**config.mk**
```make
export PLATFORM = sky130hd
export DESIGN_NAME = sata_oob_host_ctrl
export DESIGN_NICKNAME = d
export VERILOG_FILES = /design/src/rtl/sata_oob_host_ctrl.sv
export SDC_FILE = /design/constraint.sdc
export NUM_CORES = 1
export LEC_CHECK = 0
export BUFFER_PORTS_ARGS = -buffer_cell sky130_fd_sc_hd__clkbuf_2
export CELL_PAD_IN_SITES_DETAIL_PLACEMENT = 0
export CELL_PAD_IN_SITES_GLOBAL_PLACEMENT = 1
export CORE_AREA = 3 3 65 67
export CTS_BUF_LIST = sky130_fd_sc_hd__clkbuf_16
export CTS_CLUSTER_DIAMETER = 60
export DETAILED_ROUTE_END_ITERATION = 6
export DIE_AREA = 0 0 68 70
export HOLD_SLACK_MARGIN = 0.05
export PLACE_DENSITY_LB_ADDON = 0.1
export RECOVER_POWER = 25
export SLEW_MARGIN = 20
export SYNTH_ARGS = -nofsm -noshare
export SYNTH_HDL_FRONTEND = slang
export SYNTH_SLANG_ARGS = --single-unit
```
**constraint.sdc**
```tcl
create_clock -name clk -period 3.41 [get_ports clk]
set_input_delay 0.1705 -clock clk [delete_from_list [all_inputs] [get_ports clk]]
set_output_delay 0.1705 -clock clk [all_outputs]
set_load 0.01 [all_outputs]
```
**src/rtl/sata_oob_host_ctrl.sv**
```systemverilog
// Host-side SATA OOB link-initialisation controller: drives COMRESET/COMWAKE
// requests, selects D10.2 or ALIGN transmit filler and declares link up.
module sata_oob_host_ctrl #(
  parameter int unsigned RETRY_TIMEOUT = 2_000_000,
  parameter int unsigned ALIGN_TIMEOUT = 130_000,
  parameter int unsigned SYNC_COUNT    = 3
) (
  input  logic       clk,
  input  logic       reset,
  input  logic       restart,
  input  logic       cominit,
  input  logic       comwake,
  input  logic       oobfinish,
  input  logic       oob_done,
  input  logic       rx_align,
  input  logic       rx_prim,
  output logic       tx_comreset,
  output logic       tx_comwake,
  output logic       tx_d10,
  output logic       tx_align,
  output logic       linkup,
  output logic [2:0] state
);

  localparam int unsigned TMAX = (RETRY_TIMEOUT > ALIGN_TIMEOUT) ? RETRY_TIMEOUT : ALIGN_TIMEOUT;
  localparam int unsigned TW   = $clog2(TMAX + 1);
  localparam int unsigned CW   = $clog2(SYNC_COUNT + 1);

  localparam logic [TW-1:0] RETRY_LAST = TW'(RETRY_TIMEOUT - 1);
  localparam logic [TW-1:0] ALIGN_LAST = TW'(ALIGN_TIMEOUT - 1);
  localparam logic [TW-1:0] TIMER_SAT  = '1;
  localparam logic [CW-1:0] SYNC_FULL  = CW'(SYNC_COUNT);

  // Internal states are finer than the 3-bit debug code: COMWAKE/AWAIT_DONE_W
  // and SEND_ALIGN/READY each share one externally visible encoding.
  typedef enum logic [3:0] {
    ST_IDLE,
    ST_COMRESET,
    ST_AWAIT_R,
    ST_WAIT_INIT,
    ST_COMWAKE,
    ST_AWAIT_W,
    ST_WAIT_WAKE,
    ST_D10,
    ST_SEND_ALIGN,
    ST_READY
  } st_e;

  st_e           st_q, st_d;
  logic [TW-1:0] timer_q, timer_d;
  logic [CW-1:0] sync_q, sync_d;
  logic          wake_seen_q, wake_seen_d;

  always_ff @(posedge clk or negedge reset) begin
    if (!reset) begin
      st_q        <= ST_IDLE;
      timer_q     <= '0;
      sync_q      <= '0;
      wake_seen_q <= 1'b0;
    end else begin
      st_q        <= st_d;
      timer_q     <= timer_d;
      sync_q      <= sync_d;
      wake_seen_q <= wake_seen_d;
    end
  end

  always_comb begin
    st_d        = st_q;
    sync_d      = sync_q;
    wake_seen_d = wake_seen_q;
    timer_d     = timer_q;

    case (st_q)
      ST_IDLE:     st_d = ST_COMRESET;
      ST_COMRESET: st_d = ST_AWAIT_R;
      ST_AWAIT_R: begin
        if (oob_done) st_d = ST_WAIT_INIT;
      end
      ST_WAIT_INIT: begin
        // cominit wins over a timeout landing in the same cycle
        if (cominit)                   st_d = ST_COMWAKE;
        else if (timer_q == RETRY_LAST) st_d = ST_COMRESET;
      end
      ST_COMWAKE:  st_d = ST_AWAIT_W;
      ST_AWAIT_W: begin
        if (oob_done) st_d = ST_WAIT_WAKE;
      end
      ST_WAIT_WAKE: begin
        if (comwake) wake_seen_d = 1'b1;
        if (oobfinish && (wake_seen_q || comwake)) st_d = ST_D10;
        else if (timer_q == RETRY_LAST)           st_d = ST_COMRESET;
      end
      ST_D10: begin
        if (rx_align)                   st_d = ST_SEND_ALIGN;
        else if (timer_q == ALIGN_LAST) st_d = ST_COMRESET;
      end
      ST_SEND_ALIGN: begin
        if (rx_prim && !rx_align) begin
          sync_d = (sync_q == SYNC_FULL) ? sync_q : sync_q + CW'(1);
          if (sync_d == SYNC_FULL) st_d = ST_READY;
        end else begin
          sync_d = '0;
        end
      end
      ST_READY: begin
        if (cominit) st_d = ST_COMRESET;
      end
      default: st_d = ST_IDLE;
    endcase

    if (restart) st_d = ST_COMRESET;

    // Timer and per-state scratch restart on every state change; the timer
    // saturates in states without a timeout so it can never wrap.
    if (st_d != st_q) begin
      timer_d     = '0;
      sync_d      = '0;
      wake_seen_d = 1'b0;
    end else if (timer_q != TIMER_SAT) begin
      timer_d = timer_q + TW'(1);
    end
  end

  always_comb begin
    tx_comreset = (st_q == ST_COMRESET);
    tx_comwake  = (st_q == ST_COMWAKE);
    tx_d10      = (st_q == ST_D10);
    tx_align    = (st_q == ST_SEND_ALIGN);
    linkup      = (st_q == ST_READY);
    case (st_q)
      ST_IDLE:       state = 3'd0;
      ST_COMRESET:   state = 3'd1;
      ST_AWAIT_R:    state = 3'd2;
      ST_WAIT_INIT:  state = 3'd3;
      ST_COMWAKE:    state = 3'd4;
      ST_AWAIT_W:    state = 3'd4;
      ST_WAIT_WAKE:  state = 3'd5;
      ST_D10:        state = 3'd6;
      ST_SEND_ALIGN: state = 3'd7;
      ST_READY:      state = 3'd7;
      default:       state = 3'd0;
    endcase
  end

endmodule

```
==> summary.txt <==
Setup path
  • R2r setup slk: 0.93 ns
  • CP Max Fanout: 24
  • Critical path endpoint: sync_q[1]
  • Crit end category: register
  • R2R cell count: 7
  • Worst r2r src: st_q[3]
  • Crit path kind: register to register
  • CP required: 3.58 ns
  • Crit start category: register
  • Worst Path Arrival: 2.65 ns
  • Critical Path Source: st_q[3]
  • R2r endpoint: sync_q[1]

Placed design
  • HPWL after DPL: 2.89 mm
  • Placed instance area: 1810 um^2
  • I/O Buffers: 16
  • Placed insts: 259
  • RD Place Congestion: 0.841

GRT
  • Tot GR Track Use: 17.6%
  • Total gr overflow: 0
  • Vias in the first global route: 1,468
  • First-pass GRT wire length: 6.69 mm
  • Initial antenna violation count: 0
  • Largest net degree at the start of global routing: 29

Power
  • Leakage: 0.785 nW
  • Pint: 0.725 mW
  • Pwr/cell area: 600 nW/um^2
  • Sw frac: 37.3%
  • Comb power frac: 34.1%
  • Switching pwr: 0.431 mW
  • Sequential share of power: 36.2%
  • Clk pwr share: 29.7%
  • Max VDD drop: 0.254 mV

Synthesis
  • Synth area leader: dfrtp_1
  • #FFs+latches synth: 28
  • EDFF count, synth: 0
  • YS warnings: 0
  • Dominant synthesized flop cell: dfrtp_1
  • Syn_nets: 213
  • Synth async-reset ratio: 100%
  • Syn_area_per_cell: 8.68 um^2
  • Sequential area share after synthesis: 39.7%
  • Synthesized area: 1760 um^2
  • Share of the synthesized area in the top cell type: 39.7%
  • Largest cells by area after synthesis: dfrtp_1 40%, nor2_1 7.9%, xor2_1 6.0%, nand3_1 3.7%, xnor2_1 3.5%
  • Post-Syn Instances: 203
  • Post-synth cell types: 43

Layout
  • Syn-to-layout area delta: 9.30%
  • Layout cell share with drive strength beyond 1: 12.5%
  • Final core utilization: 52.2%
  • Most common cell after layout, fill and taps aside: nor2_1
  • Commonest non-fill, non-tap cells in the layout: 37 x nor2_1, 28 x dfrtp_1, 16 x nand2_1
  • Diode count: 0
  • Cell Count, Final, Fillers Out: 264
  • Finished Cell Area: 1930 um^2
  • Fillcell total: 372
  • Nets: 227

Clock network
  • CTS Root Cell: clkbuf_16
  • CTS tree: built
  • Clock Latency Late Sink: 0.26 ns
  • H-Tree Depth: 1
  • Clk sink count: 28
  • CTS max path bufs: 2
  • Num CTS Buffers: 3
  • Clk pin slew, worst setup/hold paths: 0.07 ns

Floorplanning
  • Initial Utilization: 47.8%
  • Core region area: 3690 um^2
  • DIE AREA: 4760 um^2
  • Die W: 68 um
  • Ports: 17
  • Die H: 70 um
  • Core Rows: 22

Drt
  • Post-route ant nets: 0
  • Via count of the routed design: 1,494
  • Drt drc: 0
  • DR iter-0 viols: 116
  • Wirelength per Cell: 14.8 um
  • First drt pass iteration count: 4
  • Via-to-Cell Ratio: 5.66
  • Final WL: 3.91 mm

STA
  • Slew HR: -1.20%
  • Final clock skew: 0.00631 ns
  • Final Setup Violations: 0
  • Max Slew Vio Count: 29
  • F_max: 0.404 GHz
  • Fin crit share: 72.7%
  • Worst-Margin Slew: 1.52 ns
  • Crit path time final: 2.48 ns
  • Hold Vio Cnt, Final: 0
  • RSZ-0062 raised after global routing: no
  • Final hold slack: 0.156 ns
  • TNS Setup: 0 ns

Run status
  • Status: finished, violations left
  • Failing checks: capacitance limit, slew limit

Worst hold path
  • Cell depth of the worst hold path: 2
  • Hold WC Path Type: input port to register

Job
  • Max-cap violation count: 1
-- flip-flops by register name (all words and copies together) (netlist names) --
signal	count
wake_seen_q	1
st_q	4
timer_q	21
sync_q	2
-- metrics by stage --
step / power [mW] / setup WS (ns)
global placement: 0.813 / 1.02
floorplan: 0.774 / 1.16
finish: 1.16 / 0.932
CTS: 1.17 / 0.951
detailed placement: 0.817 / 0.956
global route: 1.23 / 0.667
-- power by group through the flow --
| stage | Clock [mW] | Combinational [mW] | Sequential, mW |
|---|---|---|---|
| 6_report | 0.344 | 0.394 | 0.418 |
| 3_3_place_gp | 0 | 0.391 | 0.422 |
| 5_1_grt | 0.370 | 0.438 | 0.424 |
| 3_5_place_dp | 0 | 0.394 | 0.424 |
| 4_1_cts | 0.355 | 0.396 | 0.417 |
| 2_1_floorplan | 0 | 0.389 | 0.385 |
-- cells by family (layout without fill, tap and decap cells) --
kind of cell	after synthesis	count (layout)	share of synthesized area, %
simple gates	106	106	30.4
compound gates	36	36	13.1
flops	28	28	39.7
xor+xnor	19	19	9.44
buf+inv	12	25	5.96
fa+ha+maj	1	1	0.710
mux	1	1	0.568
-- metal layers --
metal,track usage (%),share of wire [%],routed length (um),vias to the layer above
met3,2.41,4.5,176,4
met5,0,0,0,-
met2,29.2,49,1930,40
met1,22.8,45,1760,707
met4,5.96,1.0,40,0
li1,-,-,-,743
-- worst min path at each step --
stage / startpoint / endpoint
floorplan: reset / st_q[0]
global placement: reset / st_q[3]
detailed placement: reset / st_q[3]
CTS: restart / st_q[1]
global route: restart / st_q[1]
finish: restart / st_q[3]
-- area by class of cell --
cell class	instances	area (um^2)	share of cell area, %
tap	48	60.1	3.12
clock buffer	3	75.1	3.90
inverter	4	15.0	0.779
timing repair buffer	17	88.8	4.61
multi-input combinational	163	957	49.7
sequential	28	701	36.4
clock inverter	1	30.0	1.56
-- timing repair --
| item | in CTS | in global routing |
|---|---|---|
| hold buffers | 1 | 0 |
| resized for setup | 0 | 0 |
| setup buffers | 0 | 0 |
| endpoints found under the hold margin | 28 | 0 |
-- Yosys cell counts (4+ instances only) --
cell / instances
a21oi_1: 8
and3_1: 7
buf_6: 4
dfrtp_1: 28
nand2_1: 16
nand3_1: 13
nand4_1: 5
nor2_1: 37
nor3_1: 8
o21ai_0: 8
xnor2_1: 7
xor2_1: 12
-- critical path, cell delays in order, from the launching register on --
cell,delay (ns)
dfrtp_1,0.57
or3b_1,0.37
a21oi_1,0.09
a21oi_1,0.23
a21oi_1,0.10
o32ai_1,0.42
nand3_4,0.34
nor3_1,0.26
No activity file was read; power rests on OpenSTA's default activity.
